`src/rtl/uart_pkg.sv`:
```
// Shared UART definitions: receiver state encoding, parity sense constants
// and the oversample tick divider calculation.
package uart_pkg;

    typedef enum logic [2:0] {
        RX_IDLE   = 3'd0,
        RX_START  = 3'd1,
        RX_DATA   = 3'd2,
        RX_PARITY = 3'd3,
        RX_STOP   = 3'd4,
        RX_WRITE  = 3'd5
    } state_t;

    localparam logic EVEN_PAR = 1'b0;
    localparam logic ODD_PAR  = 1'b1;

    // Clocks per oversample tick, truncated, never below one.
    function automatic int calc_tick_div(input int clk_hz, input int baud, input int os);
        int div;
        div = clk_hz / (baud * os);
        if (div < 1) begin
            div = 1;
        end
        return div;
    endfunction

endpackage

```
`src/rtl/uart_baud_tick.sv`:
```
// Oversample tick generator: one-cycle tick every TICK_DIV clocks. restart_i
// holds the divider at zero so the first tick after release is phase aligned.
module uart_baud_tick
    import uart_pkg::*;
#(
    parameter int CLK_FREQ_HZ     = 50_000_000,
    parameter int BAUD_RATE       = 115200,
    parameter int OVERSAMPLE_RATE = 16
) (
    input  logic clk_i,
    input  logic rst_i,
    input  logic restart_i,
    output logic tick_o
);

    localparam int TICK_DIV = calc_tick_div(CLK_FREQ_HZ, BAUD_RATE, OVERSAMPLE_RATE);
    localparam int CW       = (TICK_DIV > 1) ? $clog2(TICK_DIV) : 1;
    localparam logic [CW-1:0] LAST = CW'(TICK_DIV - 1);

    logic [CW-1:0] cnt_q;

    always_ff @(posedge clk_i or posedge rst_i) begin
        if (rst_i) begin
            cnt_q <= '0;
        end else if (restart_i || (cnt_q == LAST)) begin
            cnt_q <= '0;
        end else begin
            cnt_q <= cnt_q + 1'b1;
        end
    end

    assign tick_o = !restart_i && (cnt_q == LAST);

endmodule

```
`src/rtl/uart_rx.sv`:
```
// UART receiver feeding a write-side FIFO. Define UART_RX_MAJORITY_VOTE_EN to
// decide each bit by a 2-of-3 vote over neighbouring ticks instead of one sample.
module uart_rx
    import uart_pkg::*;
#(
    parameter int CLK_FREQ_HZ     = 50_000_000,
    parameter int BAUD_RATE       = 115200,
    parameter int OVERSAMPLE_RATE = 16,
    parameter int NUM_DATA_BITS   = 8,
    parameter int PARITY_ON       = 1,
    parameter int PARITY_EO       = 1,
    parameter int NUM_STOP_BITS   = 1
) (
    input  logic                     clk_i,
    input  logic                     rst_i,
    input  logic                     rx_i,
    input  logic                     fifo_full_i,
    output logic                     fifo_wr_en_o,
    output logic [NUM_DATA_BITS-1:0] fifo_wr_data_o,
    output logic                     parity_err_o,
    output logic                     frame_err_o,
    output logic                     overrun_err_o,
    output logic                     busy_o
);

    localparam int OS_W  = $clog2(OVERSAMPLE_RATE);
    localparam int IDX_W = (NUM_DATA_BITS > 1) ? $clog2(NUM_DATA_BITS) : 1;
    localparam logic [OS_W-1:0]  MID_LAST = OS_W'(OVERSAMPLE_RATE / 2 - 1);
    localparam logic [OS_W-1:0]  BIT_LAST = OS_W'(OVERSAMPLE_RATE - 1);
    localparam logic [IDX_W-1:0] IDX_LAST = IDX_W'(NUM_DATA_BITS - 1);
    localparam logic             PAR_SENSE = (PARITY_EO != 0) ? ODD_PAR : EVEN_PAR;

    state_t state_q, state_d;

    logic                     sync1_q, sync2_q, hist_q;
    logic [OS_W-1:0]          s_cnt_q;
    logic [IDX_W-1:0]         bit_idx_q;
    logic [NUM_DATA_BITS-1:0] shreg_q;
    logic [NUM_DATA_BITS-1:0] data_q;
    logic                     par_err_q;
    logic                     stop_cnt_q;
    logic                     frame_err_q;

    logic tick, restart, mid_hit, bit_hit, sample_bit, exp_par;
    logic cnt_clr, frame_clr, shift_en, par_load, stop_rpt, frame_err_d;

    uart_baud_tick #(
        .CLK_FREQ_HZ     (CLK_FREQ_HZ),
        .BAUD_RATE       (BAUD_RATE),
        .OVERSAMPLE_RATE (OVERSAMPLE_RATE)
    ) u_tick (
        .clk_i     (clk_i),
        .rst_i     (rst_i),
        .restart_i (restart),
        .tick_o    (tick)
    );

`ifdef UART_RX_MAJORITY_VOTE_EN
    // Two previous tick samples; the vote closes on the decision tick itself.
    logic [1:0] vote_q;
    assign sample_bit = (vote_q[1] & vote_q[0]) | (vote_q[1] & sync2_q) | (vote_q[0] & sync2_q);
`else
    assign sample_bit = sync2_q;
`endif

    assign mid_hit = tick && (s_cnt_q == MID_LAST);
    assign bit_hit = tick && (s_cnt_q == BIT_LAST);
    assign exp_par = (^shreg_q) ^ PAR_SENSE;

    always_ff @(posedge clk_i or posedge rst_i) begin
        if (rst_i) begin
            state_q <= RX_IDLE;
        end else begin
            state_q <= state_d;
        end
    end

    always_comb begin
        state_d     = state_q;
        restart     = 1'b0;
        cnt_clr     = 1'b0;
        frame_clr   = 1'b0;
        shift_en    = 1'b0;
        par_load    = 1'b0;
        stop_rpt    = 1'b0;
        frame_err_d = 1'b0;
        case (state_q)
            RX_IDLE: begin
                restart   = 1'b1;
                cnt_clr   = 1'b1;
                frame_clr = 1'b1;
                if (hist_q && !sync2_q) begin
                    state_d = RX_START;
                end
            end
            RX_START: begin
                if (mid_hit) begin
                    cnt_clr = 1'b1;
                    state_d = sample_bit ? RX_IDLE : RX_DATA;
                end
            end
            RX_DATA: begin
                if (bit_hit) begin
                    cnt_clr  = 1'b1;
                    shift_en = 1'b1;
                    if (bit_idx_q == IDX_LAST) begin
                        state_d = (PARITY_ON != 0) ? RX_PARITY : RX_STOP;
                    end
                end
            end
            RX_PARITY: begin
                if (bit_hit) begin
                    cnt_clr  = 1'b1;
                    par_load = 1'b1;
                    state_d  = RX_STOP;
                end
            end
            RX_STOP: begin
                if (bit_hit) begin
                    cnt_clr = 1'b1;
                    if (!sample_bit) begin
                        frame_err_d = 1'b1;
                        state_d     = RX_IDLE;
                    end else if ((NUM_STOP_BITS == 2) && !stop_cnt_q) begin
                        stop_rpt = 1'b1;
                    end else begin
                        state_d = RX_WRITE;
                    end
                end
            end
            RX_WRITE: begin
                state_d = RX_IDLE;
            end
            default: begin
                restart   = 1'b1;
                cnt_clr   = 1'b1;
                frame_clr = 1'b1;
                state_d   = RX_IDLE;
            end
        endcase
    end

    always_ff @(posedge clk_i or posedge rst_i) begin
        if (rst_i) begin
            sync1_q     <= 1'b1;
            sync2_q     <= 1'b1;
            hist_q      <= 1'b1;
            s_cnt_q     <= '0;
            bit_idx_q   <= '0;
            shreg_q     <= '0;
            data_q      <= '0;
            par_err_q   <= 1'b0;
            stop_cnt_q  <= 1'b0;
            frame_err_q <= 1'b0;
`ifdef UART_RX_MAJORITY_VOTE_EN
            vote_q      <= 2'b11;
`endif
        end else begin
            sync1_q     <= rx_i;
            sync2_q     <= sync1_q;
            hist_q      <= sync2_q;
            frame_err_q <= frame_err_d;
`ifdef UART_RX_MAJORITY_VOTE_EN
            if (tick) begin
                vote_q <= {vote_q[0], sync2_q};
            end
`endif
            if (cnt_clr) begin
                s_cnt_q <= '0;
            end else if (tick) begin
                s_cnt_q <= s_cnt_q + 1'b1;
            end
            if (frame_clr) begin
                bit_idx_q  <= '0;
                par_err_q  <= 1'b0;
                stop_cnt_q <= 1'b0;
            end else begin
                if (shift_en) begin
                    bit_idx_q <= bit_idx_q + 1'b1;
                end
                if (par_load) begin
                    par_err_q <= sample_bit ^ exp_par;
                end
                if (stop_rpt) begin
                    stop_cnt_q <= 1'b1;
                end
            end
            // LSB arrives first, so shifting in at the MSB leaves it at bit 0.
            if (shift_en) begin
                shreg_q <= {sample_bit, shreg_q[NUM_DATA_BITS-1:1]};
            end
            if (fifo_wr_en_o) begin
                data_q <= shreg_q;
            end
        end
    end

    // Write handshake: fifo_wr_en_o is a one-cycle strobe that only fires while
    // fifo_full_i is low; a full FIFO drops the byte and raises overrun_err_o.
    assign fifo_wr_en_o   = (state_q == RX_WRITE) && !fifo_full_i;
    assign overrun_err_o  = (state_q == RX_WRITE) && fifo_full_i;
    assign parity_err_o   = fifo_wr_en_o && par_err_q;
    assign fifo_wr_data_o = fifo_wr_en_o ? shreg_q : data_q;
    assign frame_err_o    = frame_err_q;
    assign busy_o         = (state_q != RX_IDLE);

endmodule

```
`config.mk`:
```
export PLATFORM = sky130hd
export DESIGN_NAME = uart_rx
export DESIGN_NICKNAME = d
export VERILOG_FILES = /design/src/rtl/uart_pkg.sv /design/src/rtl/uart_baud_tick.sv /design/src/rtl/uart_rx.sv
export SDC_FILE = /design/constraint.sdc
export NUM_CORES = 1
export LEC_CHECK = 0
export BUFFER_PORTS_ARGS = -buffer_cell sky130_fd_sc_hd__buf_2
export CAP_MARGIN = 20
export CORE_MARGIN = 4
export CORE_UTILIZATION = 34
export CTS_BUF_LIST = sky130_fd_sc_hd__clkbuf_8
export CTS_CLUSTER_SIZE = 28
export DETAILED_ROUTE_END_ITERATION = 16
export GPL_TIMING_DRIVEN = 1
export PLACE_DENSITY = 0.47
export SETUP_SLACK_MARGIN = 0.02
export SLEW_MARGIN = 20
export SYNTH_ARGS = -nofsm -noshare
export SYNTH_HDL_FRONTEND = slang
export SYNTH_SLANG_ARGS = --single-unit
```
`constraint.sdc`:
```
create_clock -name clk_i -period 2.2 [get_ports clk_i]
set_input_delay 0.22 -clock clk_i [delete_from_list [all_inputs] [get_ports clk_i]]
set_output_delay 0.22 -clock clk_i [all_outputs]
set_load 0.05 [all_outputs]
```
==> results by group <==
Timing
  • Worst-Margin Slew: between 400 and 500 ps
  • # setup viols final: 0
  • Slew Limit Headroom: between 60 and 70%
  • Crit path time final: roughly 2000 ps
  • Fmax: 0.4887 GHz
  • Max-slew violations: 0
  • RSZ-0062 raised after global routing: false
  • Final Cycle Share: 93.01%
  • Endpoints failing hold: 0
  • Final WS setup: 153.7 ps
  • Skew final: between 3 and 4 ps
  • Setup TNS: 0 ps

Die
  • Die W: 78.90 microns
  • Core area: between 4000 and 5000 sq um
  • Die footprint: 6225 sq um
  • I/O pins: 17
  • Initial Util: ~36%
  • DIE HEIGHT: 78.90 microns
  • Row count: 25

Routing
  • Final WL: 3.180 mm
  • WL per Instance: 13.36 microns
  • Via count: approximately 1100
  • Initial DRC count: 36
  • Detail Route Antenna Nets: 0
  • Pre-Repair DR Iteration Count: 4
  • Vias/cell: 4.731
  • Drc violations: 0

Clock tree
  • CTS Hold Bufs: 0
  • Later-pin clock latency in the skew report: 280 ps
  • Clk slew on worst S/H paths: 70 ps
  • Sink Count: 36
  • Clk buf depth: 2
  • TritonCTS clock tree: built
  • CTS H-tree lvls: 2
  • Clock root buffer master: clkbuf_8
  • TritonCTS buffer count: 5

Logic synthesis
  • Post-Syn Area: 1709 sq um
  • Synth Instances: around 140
  • Ys flop type: dfrtp_1
  • Share of synthesized flip-flops with an asynchronous set or reset: 100.0%
  • Sequential share of the synthesized area: 52.93%
  • Yosys reg bits: 36
  • Synthesis warning total: 0
  • Avg Cell Area, Syn: 11.95 sq um
  • Post-synth cell types: 39
  • Post-synth net total: 152
  • Post-synth EDFFs: 0

Setup path
  • CP Launch Type: flip-flop
  • Critical path type: flip-flop to output port
  • Setup crit end kind: output port
  • Arrival time at the worst endpoint: approximately 1800 ps
  • WP data required: 1980 ps
  • Crit-path max FO: 10

Power and ir drop
  • Int Pwr: 0.001076 W
  • P per Cell Area: slightly above 700 nW/um^2
  • Combinational Power Share: roughly an eighth
  • Register share of total power: between 50% and 60%
  • Leakage: 1.009 nW
  • Maximum vdd drop: 374.4 uV
  • Switch share: about a quarter
  • Clock power share: 32.9%
  • Psw: 0.0003799 W

Place
  • Placed Area: 1863 sq um
  • Post-DP HPWL: 2.226 mm
  • Placed cells: between 200 and 250
  • DP Worst Slack: 268.2 ps
  • Port bufs: 16
  • Routability cong.: 0.8011

GRT
  • Vias in the first global route: 1169
  • Total track usage: 11.61%
  • First-pass GRT wire length: 5.582 mm
  • Largest net degree at the start of global routing: 37
  • Congestion Overflow GR: 0
  • Antenna violations before repair: 0

Finish
  • Fillcell total: 453
  • Non-filler cells, final: between 200 and 250
  • Synth-to-layout area growth: 18.16%
  • Layout cells sized above 1: a little under a third
  • Diodes inserted: 0
  • Design area: 2019 sq um
  • Nets: 179

Min path
  • Hold/Removal Path Class: input port to async pin

Flow run
  • # Max-Cap Violations: 0

Run status
  • Run status: finished clean
[cells in the final DEF, fill, tap and decap left out, drive strengths merged, types with 2 or more instances in the layout]
| master | instances |
|---|---|
| and2 | 3 |
| ha | 5 |
| nor2 | 7 |
| nand4 | 3 |
| nand2 | 10 |
| inv | 5 |
| and3 | 4 |
| clkbuf | 6 |
| buf | 26 |
| dfrtp | 33 |
| xor2 | 5 |
| mux2i | 2 |
| nor2b | 2 |
| mux2 | 16 |
| dfstp | 3 |
| o21ai | 6 |
| nor3 | 5 |
| xnor2 | 8 |
| nor3b | 2 |
| nand3 | 4 |
[power groups by stage]
stage	combinational (W)	sequential, W	clock [W]
final	0.000185	0.000791	0.000479
after global routing	0.000218	0.000801	0.000539
after CTS	0.000189	0.000791	0.000505
after detailed placement	0.000188	0.000804	0
after global placement	0.000185	0.000804	0
after floorplan	0.000162	0.000787	0
[through the flow]
| stage | hold slack (ps) | total power (W) | utilization (%) |
|---|---|---|---|
| after floorplan | 224.5 | 0.0009488 | - |
| after global placement | 325.2 | 0.0009893 | 38.93 |
| after detailed placement | 326.2 | 0.0009914 | 38.93 |
| after CTS | 10.77 | 0.001485 | 41.39 |
| after global routing | 11.42 | 0.001558 | 42.20 |
| final | 27.39 | 0.001456 | 42.20 |
[repair_timing]
item,4_1_cts,5_1_grt
setup endpoints to repair,8,8
buffers inserted,1,5
gates resized for setup,2,1
pin swaps,1,0
hold endpoints to repair,0,0
[cell usage after synthesis, types with 3 or more instances]
cell type | n | share of area (%)
nor2_1 | 6 | 1.3
nand2_1 | 10 | 2.2
o21ai_0 | 5 | 1.5
and2_1 | 3 | 1.1
ha_1 | 5 | 3.7
and3_1 | 4 | 1.5
nor3_1 | 5 | 1.5
mux2_2 | 9 | 5.9
dfrtp_1 | 33 | 48
mux2_1 | 7 | 4.6
dfstp_2 | 3 | 4.6
inv_1 | 4 | 0.88
nand3_1 | 4 | 1.2
xnor2_1 | 8 | 4.1
xor2_1 | 5 | 2.6
nand4_1 | 3 | 1.1
[state kept, by name (all words and copies together), names as in the netlist]
register	flops
frame_err_o	1
sync1_q	1
state_q	3
par_err_q	1
data_q	8
bit_idx_q	3
u_tick.cnt_q	5
s_cnt_q	4
sample_bit	1
hist_q	1
shreg_q	8
[area by class of cell]
class / count / area (sq um) / share of cell area, %
multi-input combinational: 97 / 752.0 / 37.24
clock buffer: 6 / 82.58 / 4.089
clock inverter: 2 / 11.26 / 0.5576
tap: 67 / 83.83 / 4.151
sequential: 36 / 907.1 / 44.92
timing repair buffer: 26 / 167.7 / 8.302
inverter: 4 / 15.01 / 0.7435
[layer usage]
layer | up-vias | wire, microns | global-route usage [%]
met5 | - | 0 | 0
met4 | 0 | 57 | 5.670
met3 | 7 | 119 | 3.741
met2 | 20 | 1541 | 18.68
met1 | 551 | 1462 | 14.03
li1 | 548 | - | -
[final timing paths]
path                       depth (start not counted)                 to  slack, ps            start
setup / recovery                                   6  fifo_wr_data_o[1]        150       state_q[2]
hold / removal                                     3    u_tick.cnt_q[1]         30            rst_i
setup reg to reg                                   7    u_tick.cnt_q[2]        330  u_tick.cnt_q[0]
hold reg to reg                                    0         sample_bit        360          sync1_q
max in group asynchronous                          3             hist_q       1830            rst_i
min in group clk_i                                 1            sync1_q         30             rx_i
[cells by family after synthesis]
| kind of cell | Yosys count | synth area share [%] |
|---|---|---|
| AND/OR/NAND/NOR | 46 | 15.23 |
| flip-flops | 36 | 52.93 |
| adder cells (fa/ha/maj) | 5 | 3.660 |
| buffers and inverters | 10 | 3.221 |
| multiplexers | 18 | 11.71 |
| AO/OA/AOI/OAI | 14 | 5.271 |
| XOR/XNOR | 14 | 7.979 |
[critical path, stage by stage, from the launching register on]
cell     delay [ps]
dfrtp_2         420
nor2b_2         200
nand2_1         110
nor2_4          130
buf_12          130
mux2_1          340
buf_2           220
Power figures use the tool's default switching activity.
